[src/rtl/svi_ser_pkg.sv]
// rtl/svi_ser_pkg.sv - shared constants, state enum and counter type for the slice serializer
package svi_ser_pkg;

    localparam int DATA_W  = 8;
    localparam int SLICE_W = 4;

    typedef enum logic [1:0] {
        S_IDLE   = 2'd0,
        S_SHIFT  = 2'd1,
        S_PARITY = 2'd2
    } state_e;

    typedef logic [2:0] cnt_t;

endpackage

[src/rtl/I.sv]
// rtl/I.sv - single-bit storage interface replicated into arrays by the slice paths
interface I;
    logic x;
endinterface

[src/rtl/svi_slice_serializer.sv]
// rtl/svi_slice_serializer.sv - byte to serial bitstream via a nibble-sliced array of I instances
// Optional trailing even-parity bit when SVI_SER_PARITY_EN is defined.
module svi_slice_serializer
    import svi_ser_pkg::*;
(
    input  logic              i_clk,
    input  logic              i_rst,
    input  logic [DATA_W-1:0] i_a,
    input  logic              i_valid,
    output logic              o_ready,
    output logic              o_x,
    output logic              o_valid,
    output logic              o_first,
    output logic              o_last
);

`ifdef SVI_SER_PARITY_EN
    localparam bit PAR_EN = 1'b1;
`else
    localparam bit PAR_EN = 1'b0;
`endif

    state_e            state_q, state_d;
    cnt_t              cnt_q, cnt_d;
    logic              x_d, valid_d, first_d, last_d;
    logic              xfer;
    logic [DATA_W-1:0] x_bits;

    I u_I [DATA_W-1:0] ();

    assign o_ready = !i_rst && ((state_q == S_IDLE) || (state_q == S_PARITY) ||
                                ((state_q == S_SHIFT) && (cnt_q == 3'd0) && !PAR_EN));
    assign xfer    = i_valid && o_ready;

    // Upper and lower slices are loaded independently; the bit on o_x is already in a flop.
    for (genvar g = SLICE_W; g < DATA_W; g++) begin : g_upper
        always_ff @(posedge i_clk or posedge i_rst) begin
            if (i_rst)     u_I[g].x <= 1'b0;
            else if (xfer) u_I[g].x <= i_a[g];
        end
        assign x_bits[g] = u_I[g].x;
    end

    for (genvar g = 0; g < SLICE_W; g++) begin : g_lower
        always_ff @(posedge i_clk or posedge i_rst) begin
            if (i_rst)     u_I[g].x <= 1'b0;
            else if (xfer) u_I[g].x <= i_a[g];
        end
        assign x_bits[g] = u_I[g].x;
    end

`ifdef SVI_SER_PARITY_EN
    logic par_q;
    always_ff @(posedge i_clk or posedge i_rst) begin
        if (i_rst)     par_q <= 1'b0;
        else if (xfer) par_q <= ^i_a;
    end
`endif

    // state/cnt describe the bit currently on o_x; a transfer bypasses u_I for the MSB.
    always_comb begin
        state_d = state_q;
        cnt_d   = cnt_q;
        x_d     = 1'b0;
        valid_d = 1'b0;
        first_d = 1'b0;
        last_d  = 1'b0;
        if (xfer) begin
            state_d = S_SHIFT;
            cnt_d   = 3'd7;
            x_d     = i_a[DATA_W-1];
            valid_d = 1'b1;
            first_d = 1'b1;
        end else begin
            case (state_q)
                S_SHIFT: begin
                    if (cnt_q != 3'd0) begin
                        cnt_d   = cnt_q - 3'd1;
                        x_d     = x_bits[cnt_d];
                        valid_d = 1'b1;
                        last_d  = (cnt_d == 3'd0) && !PAR_EN;
                    end else begin
`ifdef SVI_SER_PARITY_EN
                        state_d = S_PARITY;
                        x_d     = par_q;
                        valid_d = 1'b1;
                        last_d  = 1'b1;
`else
                        state_d = S_IDLE;
                        cnt_d   = 3'd7;
`endif
                    end
                end
                S_PARITY: begin
                    state_d = S_IDLE;
                    cnt_d   = 3'd7;
                end
                default: begin
                    state_d = S_IDLE;
                    cnt_d   = 3'd7;
                end
            endcase
        end
    end

    always_ff @(posedge i_clk or posedge i_rst) begin
        if (i_rst) begin
            state_q <= S_IDLE;
            cnt_q   <= 3'd7;
            o_x     <= 1'b0;
            o_valid <= 1'b0;
            o_first <= 1'b0;
            o_last  <= 1'b0;
        end else begin
            state_q <= state_d;
            cnt_q   <= cnt_d;
            o_x     <= x_d;
            o_valid <= valid_d;
            o_first <= first_d;
            o_last  <= last_d;
        end
    end

endmodule

[config.mk]
export PLATFORM = sky130hd
export DESIGN_NAME = svi_slice_serializer
export DESIGN_NICKNAME = d
export VERILOG_FILES = /design/src/rtl/svi_ser_pkg.sv /design/src/rtl/I.sv /design/src/rtl/svi_slice_serializer.sv
export SDC_FILE = /design/constraint.sdc
export NUM_CORES = 1
export LEC_CHECK = 0
export CORE_ASPECT_RATIO = 1.75
export CORE_MARGIN = 2
export CORE_UTILIZATION = 32
export CTS_BUF_LIST = sky130_fd_sc_hd__clkbuf_2 sky130_fd_sc_hd__clkbuf_4 sky130_fd_sc_hd__clkbuf_8
export DETAILED_ROUTE_END_ITERATION = 6
export SLEW_MARGIN = 15
export SYNTH_ARGS = -nofsm -noshare
export SYNTH_HDL_FRONTEND = slang
export SYNTH_SLANG_ARGS = --single-unit
[constraint.sdc]
create_clock -name i_clk -period 4.7 [get_ports i_clk]
set_clock_uncertainty 0.1 [all_clocks]
set_input_delay 1.41 -clock i_clk [delete_from_list [all_inputs] [get_ports i_clk]]
set_output_delay 1.41 -clock i_clk [all_outputs]
set_load 0.01 [all_outputs]
; ---- Word level (Yosys, flattened, before mapping)
; Cells that the tools add are included.
[totals]
output_inout_bits = 5
register_bits = 17
[classes]
muxes = 18
n_eq_ne = 3
n_addsub = 1
n_lt_le_gt_ge = 1
n_reduce_logical = 10
[op_table]
columns = op, n
row1 = 1-bit 2-to-1 mux, 11
row2 = 3-bit 2-to-1 mux, 3
row3 = 3-bit logical NOT, 2
row4 = 2-bit 2-to-1 mux, 3
row5 = 3-bit by 4-bit < comparator with 1-bit output (second input constant), 1
row6 = 1-bit binary-select mux with 3-bit select, 1
row7 = 1-bit logical AND, 3
row8 = 3-bit != test (second input constant), 1
row9 = 3-bit nonzero test, 1
row10 = 3-bit by 1-bit subtractor with 3-bit output (second input constant), 1
row11 = 2-bit by 1-bit equality test with 1-bit output (second input constant), 1
row12 = 2-bit equality test (second input constant), 1
row13 = 2-bit logical NOT, 1
row14 = 1-bit logical OR, 2
row15 = 1-bit logical NOT, 1

; ---- Depth between registers and ports, before layout
[depth]
ltp_word = 6
depth_mapped = 6

; ---- Worst setup path before layout
; Ideal clock, no wire load.
[synth_timing]
kind = input to output
from = in i_rst
to = out o_ready
arrival_time_ns = 1.579
path_slack_ns = 1.611
stages = 1
path_cell_list = nor2_1
[synth_via]
elab_chain_cells = 2
[synth_rtl]
columns = element, line_no
row1 = from (decl), svi_slice_serializer.sv:7  ; input logic i_rst,
row2 = 1-bit logical NOT (no source line), n/a
row3 = 1-bit logical AND, svi_slice_serializer.sv:31  ; assign o_ready = !i_rst && ((state_q == S_IDLE) || (state_q == S_PARITY) ||
row4 = to (decl), svi_slice_serializer.sv:10  ; output logic o_ready,
; No other way between the ends.

; ---- Worst setup path after layout
; Same ends and word-level chain as after synthesis.

==> metrics.md <==
| Metric | Value |
|---|---|
| Mapped Avg Cell Area | `14.5 um^2` |
| Via density per instance | `4.67` |
| Synth warnings | `0` |
| Max incr delay on CP | `0.53 ns` |
| Crit path kind | `in2out` |
| Worst-path clk slew | `0.06 ns` |
| Vias | `439` |
| Post-synth EDFFs | `0` |
| Die W | `40.3 um` |
| Initial antenna violation count | `0` |
| Final Critical Period | `4.05 ns` |
| CP most frequent cell | `clkdlybuf4s50_1` |
| Final setup vio count | `0` |
| Slowest CP cell | `clkdlybuf4s50_1` |
| Pins over their slew limit | `0` |
| Num ports | `16` |
| Layout cells sized above 1 | `0.290` |
| Global-route wire length before repair | `2150 um` |
| Placed insts | `90` |
| Total power | `582 uW` |
| Top post-synthesis cells by area | `dfrtp_1 44%, mux2_2 12%, dfstp_2 11%` |
| Drt total wl | `1180 um` |
| Post-Layout Cell Count | `94` |
| Nets | `84` |
| Worst min-delay path category | `reg2reg` |
| Seq cells post-synth | `16` |
| DP HPWL | `931 um` |
| Worst slew pin tran | `0.597 ns` |
| Gpl congestion | `0.684` |
| RSZ-0062 raised after global routing | `false` |
| Starting density of the core | `0.328` |
| Maximum VDD drop | `267 uV` |
| Clock sink count | `16` |
| Full die area | `2720 um^2` |
| Largest net degree at the start of global routing | `17` |
| Main synth FF type | `dfrtp_1` |
| Synthesized cell area | `737 um^2` |
| Setup WS post-layout | `0.647 ns` |
| Area leader, netlist | `dfrtp_1` |
| Syn-to-layout area delta | `30.6%` |
| Max cap viols | `0` |
| Worst setup EP type | `primary output` |
| Clock Path Buffers | `2` |
| Crit-path max FO | `3` |
| Post-CTS Hold Buffers | `0` |
| Clk Tree Root Cell | `clkbuf_8` |
| Seq/Total Area, Yosys | `0.548` |
| Dpl ws | `0.642 ns` |
| Mapped Cells | `51` |
| Status | `finished, final reports clean` |
| Num rows | `23` |
| Routed WL per cell | `12.5 um` |
| GR Overflow Total | `0` |
| Leakage | `0.000425 uW` |
| CP startpoint kind | `input pin` |
| Num CTS Buffers | `3` |
| Die Height | `67.5 um` |
| Achievable Freq | `247 MHz` |
| CTS tree | `done` |
| Distinct cell type count after synthesis | `21` |
| Tcrit/Tclk final | `0.862` |
| Worst EP arrival | `2.54 ns` |
| Power Dens Cells | `605 nW/um^2` |
| Final hold vios | `0` |
| Total track usage | `0.120` |
| Diodes inserted | `0` |
| Antenna Nets Post-Route | `0` |
| Critical Path RT | `3.19 ns` |
| Layout Utilization | `0.429` |
| Synth top area share | `0.441` |
| Core ar. | `2240 um^2` |
| Drt drc | `0` |
| Setup bufs post-CTS | `0` |
| Critical-path cell list | `clkdlybuf4s50_1 -> nor2_1 -> clkdlybuf4s50_1` |
| Vias in the first global route | `487` |
| Mapped Nets | `65` |
| H-Tree Depth | `1` |
| Post-synthesis async set-or-reset flop share | `1.00` |
| Post-cts gate resize count | `0` |
| Relative slew slack | `0.601` |
| Setup TNS | `0 ns` |
| Drt first-iter violations | `5` |
| DRT Pass-1 Iters | `4` |
| Clk_lat worst skew | `0.25 ns` |
| Number of port buffers | `15` |
cell families after synthesis:
family,Yosys count,share of synthesized area
and+or+nand+nor,12,0.107
adders and majority gates,3,0.0509
DFF,16,0.548
muxes,10,0.188
AOI/OAI and AO/OA,4,0.0645
buffers and inverters,6,0.0407
final timing paths:
kind | startpoint | to | slack [ns] | depth (start not counted)
worst min-delay path | u_I[5].x | u_I[5].x | 0.40 | 1
worst min register to register | u_I[5].x | u_I[5].x | 0.40 | 1
max in group asynchronous | i_rst | u_I[7].x | 2.59 | 2
worst max-delay path | i_rst | o_ready | 0.65 | 3
min in group asynchronous | i_rst | u_I[4].x | 1.53 | 2
worst max register to register | cnt_q[0] | u_I[7].x | 2.72 | 5
synthesized netlist by cell type (all sizes together), types with 2 or more instances:
library cell / number
or2: 2
dfstp: 3
inv: 5
mux4: 2
mux2: 8
ha: 3
dfrtp: 13
and2: 3
area by class of cell:
| type | instances | area (um^2) |
|---|---|---|
| fill | 223 | 1280 |
| sequential | 16 | 404 |
| multi-input combinational | 29 | 303 |
| timing repair buffer | 15 | 150 |
| clock buffer | 4 | 55.1 |
| tap | 25 | 31.3 |
| inverter | 5 | 18.8 |
power breakdown:
group / internal, uW / total [uW] / switching, uW
sequential: 208 / 246 / 38.2
clock: 74.2 / 120 / 46.0
combinational: 136 / 216 / 80.4
total: 417 / 582 / 165
worst max-delay path, delay by kind of cell:
| family | cells | cell delay [ns] |
|---|---|---|
| AND/OR/NAND/NOR | 1 | 0.13 |
| buffers and inverters | 2 | 1.00 |
metrics by stage:
stage               area (um^2)  hold slack [ns]
global route                962            0.414
finish                      962            0.398
floorplan                   737            0.372
CTS                         962            0.405
global placement            907            0.382
detailed placement          907            0.391
placed cells by master (no fill, tap or decap), types with 2 or more instances in the layout:
cell,synthesis,layout
or2_2,2,2
dfrtp_1,13,13
clkbuf_8,0,4
ha_1,3,3
clkdlybuf4s50_1,0,15
dfstp_2,3,3
inv_1,5,5
and2_1,3,3
mux2_2,8,8
flip-flops by register name, summed over array words and instances, names as in the netlist:
signal and count:
o_x 1, o_last 1, o_valid 1, state_q 1, u_I.x 8, o_first 1
cnt_q 3
layer usage:
layer / track usage / wire length [um] / vias up
met5: 0 / 0 / -
met2: 0.200 / 681 / 10
met4: 0.0750 / 29 / 0
met3: 0.0197 / 35 / 6
met1: 0.135 / 433 / 212
li1: - / - / 211
(Power assumes the default switching activity.)
